$ cat config.mk
export PLATFORM = sky130hd
export DESIGN_NAME = uart_rx
export DESIGN_NICKNAME = d
export VERILOG_FILES = /design/src/rtl/uart_pkg.sv /design/src/rtl/uart_rx_tick.sv /design/src/rtl/uart_rx.sv
export SDC_FILE = /design/constraint.sdc
export NUM_CORES = 1
export LEC_CHECK = 0
export ABC_AREA = 1
export CAP_MARGIN = 30
export CORE_AREA = 3 3 90 49
export CTS_CLUSTER_DIAMETER = 30
export DETAILED_ROUTE_END_ITERATION = 8
export DIE_AREA = 0 0 93 52
export GPL_TIMING_DRIVEN = 0
export PLACE_DENSITY_LB_ADDON = 0.08
export SYNTH_ARGS = -nofsm -noshare
export SYNTH_HDL_FRONTEND = slang
export SYNTH_SLANG_ARGS = --single-unit
$ cat constraint.sdc
create_clock -name clk -period 2.8 [get_ports clk]
set_input_delay 0.56 -clock clk [delete_from_list [all_inputs] [get_ports clk]]
set_output_delay 0.56 -clock clk [all_outputs]
set_load 0.05 [all_outputs]
$ cat src/rtl/uart_pkg.sv
// rtl/uart_pkg.sv - shared types and constants for the UART receive path
`timescale 1ns/1ps
package uart_pkg;

  localparam int UART_OSR    = 16;
  localparam int UART_DATA_W = 8;

  localparam logic [3:0] SAMPLE_LO  = 4'd7;
  localparam logic [3:0] SAMPLE_MID = 4'd8;
  localparam logic [3:0] SAMPLE_HI  = 4'd9;
  localparam logic [3:0] SC_LAST    = 4'(UART_OSR - 1);

  typedef enum logic [2:0] {
    IDLE,
    START,
    DATA,
    PARITY,
    STOP
  } uart_rx_state_t;

  function automatic logic majority3(input logic a, input logic b, input logic c);
    return (a & b) | (a & c) | (b & c);
  endfunction

endpackage

$ cat src/rtl/uart_rx_tick.sv
// rtl/uart_rx_tick.sv - oversample tick divider with synchronous clear
`timescale 1ns/1ps
module uart_rx_tick #(
  parameter int TICK_DIV = 78
) (
  input  logic clk,
  input  logic rst_n,
  input  logic clear,
  output logic tick
);

  localparam int CW = (TICK_DIV > 1) ? $clog2(TICK_DIV) : 1;
  localparam logic [CW-1:0] CNT_LAST = CW'(TICK_DIV - 1);

  logic [CW-1:0] cnt;

  assign tick = (cnt == CNT_LAST);

  always_ff @(posedge clk or negedge rst_n) begin
    if (!rst_n) begin
      cnt <= '0;
    end else if (clear || tick) begin
      cnt <= '0;
    end else begin
      cnt <= cnt + CW'(1);
    end
  end

endmodule

$ cat src/rtl/uart_rx.sv
// rtl/uart_rx.sv - 16x oversampled UART receiver with one-entry output buffer
// Optional even-parity bit enabled by defining UART_RX_PARITY_EN.
`timescale 1ns/1ps
module uart_rx
  import uart_pkg::*;
#(
  parameter int TICK_DIV = 78
) (
  input  logic                   clk,
  input  logic                   rst_n,
  input  logic                   rx,
  output logic [UART_DATA_W-1:0] data,
  output logic                   valid,
  input  logic                   ready,
  output logic                   busy,
  output logic                   frame_err,
  output logic                   overrun,
  output logic                   parity_err
);

  logic rx_s1, rx_s2, rx_s3;
  logic start_edge;

  uart_rx_state_t state, state_nx;
  logic armed, armed_nx;
  logic [3:0] sc;
  logic [2:0] bit_cnt, bit_cnt_nx;
  logic [1:0] samp;
  logic [UART_DATA_W-1:0] shreg, shreg_nx;
  logic tick, cnt_clear;
  logic decide, bit_end, maj;
  logic deliver, ferr_set, perr_set;

  // Flops reset high so an idle line does not look like a start edge.
  always_ff @(posedge clk or negedge rst_n) begin
    if (!rst_n) begin
      rx_s1 <= 1'b1;
      rx_s2 <= 1'b1;
      rx_s3 <= 1'b1;
    end else begin
      rx_s1 <= rx;
      rx_s2 <= rx_s1;
      rx_s3 <= rx_s2;
    end
  end

  assign start_edge = rx_s3 & ~rx_s2;

  uart_rx_tick #(.TICK_DIV(TICK_DIV)) u_tick (
    .clk   (clk),
    .rst_n (rst_n),
    .clear (cnt_clear),
    .tick  (tick)
  );

  always_ff @(posedge clk or negedge rst_n) begin
    if (!rst_n) begin
      sc <= '0;
    end else if (cnt_clear) begin
      sc <= '0;
    end else if (tick) begin
      sc <= sc + 4'd1;
    end
  end

  always_ff @(posedge clk or negedge rst_n) begin
    if (!rst_n) begin
      samp <= '0;
    end else if (tick) begin
      if (sc == SAMPLE_LO)  samp[0] <= rx_s2;
      if (sc == SAMPLE_MID) samp[1] <= rx_s2;
    end
  end

  // The third vote is the live sample taken on the deciding tick.
  assign decide  = tick && (sc == SAMPLE_HI);
  assign bit_end = tick && (sc == SC_LAST);
  assign maj     = majority3(samp[0], samp[1], rx_s2);

`ifdef UART_RX_PARITY_EN
  logic par_bit, par_bit_nx;
  logic par_bad;
  assign par_bad = par_bit ^ (^shreg);

  always_ff @(posedge clk or negedge rst_n) begin
    if (!rst_n) par_bit <= 1'b0;
    else        par_bit <= par_bit_nx;
  end
`endif

  always_ff @(posedge clk or negedge rst_n) begin
    if (!rst_n) begin
      state   <= IDLE;
      armed   <= 1'b0;
      bit_cnt <= '0;
      shreg   <= '0;
    end else begin
      state   <= state_nx;
      armed   <= armed_nx;
      bit_cnt <= bit_cnt_nx;
      shreg   <= shreg_nx;
    end
  end

  always_comb begin
    state_nx   = state;
    armed_nx   = armed;
    bit_cnt_nx = bit_cnt;
    shreg_nx   = shreg;
    cnt_clear  = 1'b0;
    deliver    = 1'b0;
    ferr_set   = 1'b0;
    perr_set   = 1'b0;
`ifdef UART_RX_PARITY_EN
    par_bit_nx = par_bit;
`endif
    case (state)
      IDLE: begin
        if (rx_s2) armed_nx = 1'b1;
        if (armed && start_edge) begin
          cnt_clear = 1'b1;
          armed_nx  = 1'b0;
          state_nx  = START;
        end
      end
      START: begin
        if (decide && maj) begin
          state_nx = IDLE;
        end else if (bit_end) begin
          bit_cnt_nx = '0;
          state_nx   = DATA;
        end
      end
      DATA: begin
        if (decide) shreg_nx = {maj, shreg[UART_DATA_W-1:1]};
        if (bit_end) begin
          if (bit_cnt == 3'd7) begin
`ifdef UART_RX_PARITY_EN
            state_nx = PARITY;
`else
            state_nx = STOP;
`endif
          end else begin
            bit_cnt_nx = bit_cnt + 3'd1;
          end
        end
      end
`ifdef UART_RX_PARITY_EN
      PARITY: begin
        if (decide)  par_bit_nx = maj;
        if (bit_end) state_nx = STOP;
      end
`endif
      STOP: begin
        // Leave at the decision point so a back-to-back start edge is caught.
        if (decide) begin
          state_nx = IDLE;
          if (!maj) begin
            ferr_set = 1'b1;
`ifdef UART_RX_PARITY_EN
          end else if (par_bad) begin
            perr_set = 1'b1;
`endif
          end else begin
            deliver = 1'b1;
          end
        end
      end
      default: state_nx = IDLE;
    endcase
  end

  assign busy = (state != IDLE);

  always_ff @(posedge clk or negedge rst_n) begin
    if (!rst_n) begin
      data      <= '0;
      valid     <= 1'b0;
      overrun   <= 1'b0;
      frame_err <= 1'b0;
    end else begin
      frame_err <= ferr_set;
      if (valid && ready) overrun <= 1'b0;
      if (deliver) begin
        if (!valid || ready) begin
          data  <= shreg;
          valid <= 1'b1;
        end else begin
          overrun <= 1'b1;
        end
      end else if (valid && ready) begin
        valid <= 1'b0;
      end
    end
  end

`ifdef UART_RX_PARITY_EN
  always_ff @(posedge clk or negedge rst_n) begin
    if (!rst_n) parity_err <= 1'b0;
    else        parity_err <= perr_set;
  end
`else
  logic unused_perr;
  assign unused_perr = perr_set;
  assign parity_err  = 1'b0;
`endif

endmodule

# After elaboration in Yosys (flattened, before gate mapping)
# Cells that the tools add are included.
[op_classes]
n_addsub = 3
multipliers = 0
div = 0
order_cmp = 0
n_eq_ne = 18
shifts = 0
mux = 31
bitwise_logic = 7
n_reduce_logical = 22
[ops]
columns = ["cell", "count"]
rows = [
  ["3-bit 2-to-1 mux", 10],
  ["1-bit 2-to-1 mux", 16],
  ["2-bit inequality test, second input constant", 7],
  ["4-bit == test, second input constant", 3],
  ["3-bit case mux with 4 select lines", 1],
  ["2-bit AND reduction", 6],
  ["5-bit AND reduction", 2],
  ["4-bit 2-to-1 mux", 2],
  ["2-bit nonzero test", 4],
  ["7-bit by 1-bit adder with 7-bit output, second input constant", 1],
  ["7-bit == test, second input constant", 1],
  ["7-bit 2-to-1 mux", 1],
  ["3-bit == test, second input constant", 2],
  ["3-bit case mux with 2 select lines", 1],
  ["1-bit logical AND", 5],
  ["4-bit by 1-bit adder with 4-bit output, second input constant", 1],
  ["1-bit bitwise AND", 4],
  ["4-bit by 3-bit == test with 1-bit output, second input constant", 1],
  ["3-bit by 1-bit adder with 3-bit output, second input constant", 1],
  ["3-bit by 1-bit == test with 1-bit output, second input constant", 1],
  ["3-bit by 2-bit == test with 1-bit output, second input constant", 1],
  ["3-bit logical NOT", 1],
  ["3-bit inequality test, second input constant", 1],
  ["3-bit nonzero test", 1],
  ["other kinds (5)", 7],
]
[totals]
register_bits = 42
latch_bits = 0
ram_bits = 0
mem_bits_ro = 0
input_bits = 4
output_inout_bits = 13
wordCells = 96
memories = 0

# Logic depth before layout (Yosys ltp)
[logic_depth]
ltp_word = 8
mapped_depth = 11
ltp_nobuf = 11

# Cells and area by module
# From an unflattened synthesis, not the netlist that was laid out.
[unflattened]
cells_unflattened = 227
hier_area_um2 = 1960.6
[modules_own_cells]
columns = ["mod", "instances", "cells_per_inst", "area_each_um2", "seq_area_each_um2"]
rows = [
  ["uart_rx", 1, 184, 1584.0, 879.6],
  ["uart_rx_tick", 1, 43, 376.6, 175.2],
]

# Worst setup path before layout
# No wires, ideal clock.
[synth_path]
path_kind = "register -> register"
startpoint = "register sc[1]"
endpoint = "register data[5]"
arrival_time_ns = 1.371
required_time_ns = 2.681
slack_ns = 1.310
path_stages_with_launch = 11
path_buffers = 1
cell_sequence = "dfrtp_1 > inv_1 > ha_1 > inv_1 > nor2_4 > nand3_4 > nor2_4 > nand2_4 > buf_6 > nand2_2 > o21ai_2"
[synth_via]
elab_chain_len = 5
[synth_rtl]
columns = ["item", "line", "source"]
rows = [
  ["from (decl)", "uart_rx.sv:26", "logic [3:0] sc;"],
  ["from (signal assigned)", "uart_rx.sv:62", "sc <= sc + 4'd1;"],
  ["4-bit == test", "uart_rx.sv:76", "assign decide = tick && (sc == SAMPLE_HI);"],
  ["1-bit logical AND", "uart_rx.sv:76", ""],
  ["1-bit 2-to-1 mux", "uart_rx.sv:156", "if (decide) begin"],
  ["1-bit 2-to-1 mux", "uart_rx.sv:117", "case (state)"],
  ["2-bit AND reduction (no source line)", "--", ""],
  ["to (signal assigned)", "uart_rx.sv:186", "data <= shreg;"],
  ["to (decl)", "uart_rx.sv:12", "output logic [UART_DATA_W-1:0] data,"],
]
# No other way between the ends.
# A chain may end at the register's enable or synchronous reset.

# Worst setup path after layout
[layout_path]
startpoint = "register state[1]"
endpoint = "output port busy"
[layout_via]
elab_chain_len = 1
[layout_rtl]
columns = ["item", "line", "source"]
rows = [
  ["from (decl)", "uart_rx.sv:24", "uart_rx_state_t state, state_nx;"],
  ["from (signal assigned)", "uart_rx.sv:98", "state <= state_nx;"],
  ["3-bit nonzero test", "uart_rx.sv:173", "assign busy = (state != IDLE);"],
  ["to (decl)", "uart_rx.sv:15", "output logic busy,"],
]
# No other way between the ends.

==> impl_metrics.toml <==
[synthesis]
syn-num-nets = 235
ys_ff_latch = 42
synth_fa_ha_area_frac = 0.04318
yosysTopAreaCellShare = 0.4812
synth-edff-count = 0
synth_top_family_by_area = "simple AND/OR/NAND/NOR gates"
synth.area.top_cells = "dfrtp_1, nand2_1, inv_1"
synth_ff_type = "dfrtp_1"
muxShareOfSynthArea = 0
post-synth-top-count-cell = "nand2_1"
synthTopCellsByCount = "nand2_1, dfrtp_1, inv_1, nor2_1, nand3_1"
yosys_warnings = 0
postSynth.asyncResetShare = 1.000
yosys.area.top_type = "dfrtp_1"
syn-instance-count = 224
syn-cell-area_sq_um = 2028
synth-compound-area-share = 0.09130
synth-simple-area-share = 0.2603
yosysUniqueCellTypes = 29
yosysSeqAreaShare = 0.5200
yosys.area_share.xor_xnor = 0
syn_area_per_cell_sq_um = 9.054

[clocking]
cts-resized-gates = 0
ctsHtreeMaxLevel = 2
cts_tree = "built"
clkLatencyLatePin_ps = 290
numCtsBuffers = 5
clock-sinks = 42
cts_root_buf = "clkbuf_8"
cts_setup_buffers = 0
clockBufferDepth = 2
hold_buffers = 0
clk_pin_slew_worst_paths_ps = 80

[sta]
max_slew.worst_pin.slew_ps = 499.4
slew-limit-headroom = 0.6660
fin_ws_ps = 513.3
hold_viol_final = 0
tns_ps = 0
rsz0062_at_grt = "no"
timing.fmax_ghz = 0.4373
finalCriticalPeriod_ps = 2287
slew_violations = 0
fin_crit_sh = 0.8167
setup_viol = 0
clock-skew-final_ps = 8.306

[floorplan]
rows = 16
die_h_microns = 52
core_area_sq_um = 3764
die_area_sq_um = 4836
ios = 17
initial_core_util = 0.5389
die_x_microns = 93

[worst_setup_path]
r2r_start = "sc[1]"
crit_type = "register to primary output"
worstSetupPathDepth = 3
path_cells = "inv_1 -> nand2_1 -> clkdlybuf4s50_1"
r2r-end = "data[5]"
worstPathMaxFanout = 4
critPathSlowestCell = "clkdlybuf4s50_1"
cp-start-kind = "register"
crit_buf_inv = 2
critPathArrivalTime_ps = 1730
endpoint_kind = "primary output"
crit_required_ps = 2240
cpLargestDelayFamily = "buffers and inverters"
r2r_cells = 10
rrSetupSlack_ps = 1140
crit_start = "state[1]"
critPathCapture = "busy"
slowest_delay_ps = 820

[power_and_ir_drop]
cellPowerDensity_nw_per_um2 = 660.0
ir_worst_vdd_mv = 0.5238
power.leakage_nw = 1.094

[routing]
vias = 1424
postRouteAntennaNets = 0
dr.pass1.iters = 5
drt_iter0_markers = 91
totalWireLength_microns = 3585
via_per_inst = 4.715
routedWlPerCell_microns = 11.87
drc_errors = 0

[place]
hpwl_microns = 2704
numPortBuffers = 15
gp_congestion = 0.7818
pre_cts_ws_ps = 844.3

[grt]
grt_antenna_before_repair = 0
overflow = 0
gr-max-usage-layer = "met1"
grt_pass1_vias = 1272
grt_max_degree = 36
track_usage = 0.1718
met1_usage = 0.2813
met3_usage = 0.04769
grt_pass1_wl_microns = 6189
grt.met2_usage = 0.2062

[finish]
diodes = 0
drive_above_1_share = 0.1653
multi_input_area_sq_um = 804.5
fill_cells = 329
nets = 258
seqCellArea_sq_um = 1055
syn_to_final_growth_pct = 15.73

[run]
drv_cap = 0

[status]
status = "completed"

[worst_hold_path]
hold_path.class = "input pin to async pin"
-- layer usage --
metal | up-vias | routed length (microns) | share of wire
met3 | 4 | 175 | 0.049
met2 | 31 | 1271 | 0.35
met4 | 0 | 31 | 0.0086
li1 | 755 | - | -
met5 | - | 0 | 0
met1 | 634 | 2105 | 0.59
-- layout by cell type, fill, tap and decap left out, drive strengths merged --
master / count
a21oi: 5
buf: 6
clkbuf: 6
clkdlybuf4s50: 14
clkinv: 2
conb: 1
dfrtp: 39
dfstp: 3
ha: 7
inv: 34
nand2: 55
nand3: 17
nand4: 3
nor2: 22
nor3: 6
nor3b: 2
nor4: 1
o21ai: 23
o31ai: 1
or2: 1
-- state kept, by name, indices dropped and copies added (netlist names), 2 cells and up --
register    count
data            8
shreg           8
u_tick.cnt      7
sc              4
bit_cnt         3
state           3
samp            2
-- cells by family (layout without fill, tap and decap cells) --
kind of cell	Yosys count	in the layout
buffers and inverters	38	62
other	1	1
AND/OR/NAND/NOR	107	107
adder cells (fa/ha/maj)	7	7
AO/OA/AOI/OAI	29	29
flip-flops	42	42
-- worst min-delay path by stage --
stage / to / from / cells past startpoint / slack, ps
5_1_grt: data[1] / rst_n / 1 / 90
2_1_floorplan: armed / rst_n / 0 / 260
4_1_cts: armed / rst_n / 1 / 90
3_3_place_gp: rx_s2 / rx_s1 / 0 / 350
3_5_place_dp: rx_s2 / rx_s1 / 0 / 350
6_report: data[1] / rst_n / 1 / 100
-- report_power, final --
part           internal [mW]  switching [mW]  total, mW
sequential             0.680          0.0673      0.748
clock                  0.176           0.203      0.379
combinational          0.141           0.281      0.423
total                  0.998           0.551       1.55
-- final cells by class --
class                           count  share of cell area
Buffer                              4             0.01759
Inverter                           34             0.05437
Sequential cell                    42              0.4494
Tap cell                           54             0.02878
Clock inverter                      2            0.005864
Timing Repair Buffer               16             0.07036
Multi-Input combinational cell    144              0.3428
Clock buffer                        6             0.03092
-- stage by stage --
step | power [mW] | cells | utilization | area, sq um | hold slack (ps)
2_1_floorplan | 1.064 | 224 | - | 2028 | 264.4
3_3_place_gp | 1.168 | 293 | 0.5967 | 2246 | 345.8
3_5_place_dp | 1.173 | 294 | 0.6007 | 2261 | 350.3
4_1_cts | 1.555 | 302 | 0.6237 | 2347 | 93.85
5_1_grt | 1.661 | 302 | 0.6237 | 2347 | 93.69
6_report | 1.549 | 302 | 0.6237 | 2347 | 97.23
Power figures use the tool's default switching activity.
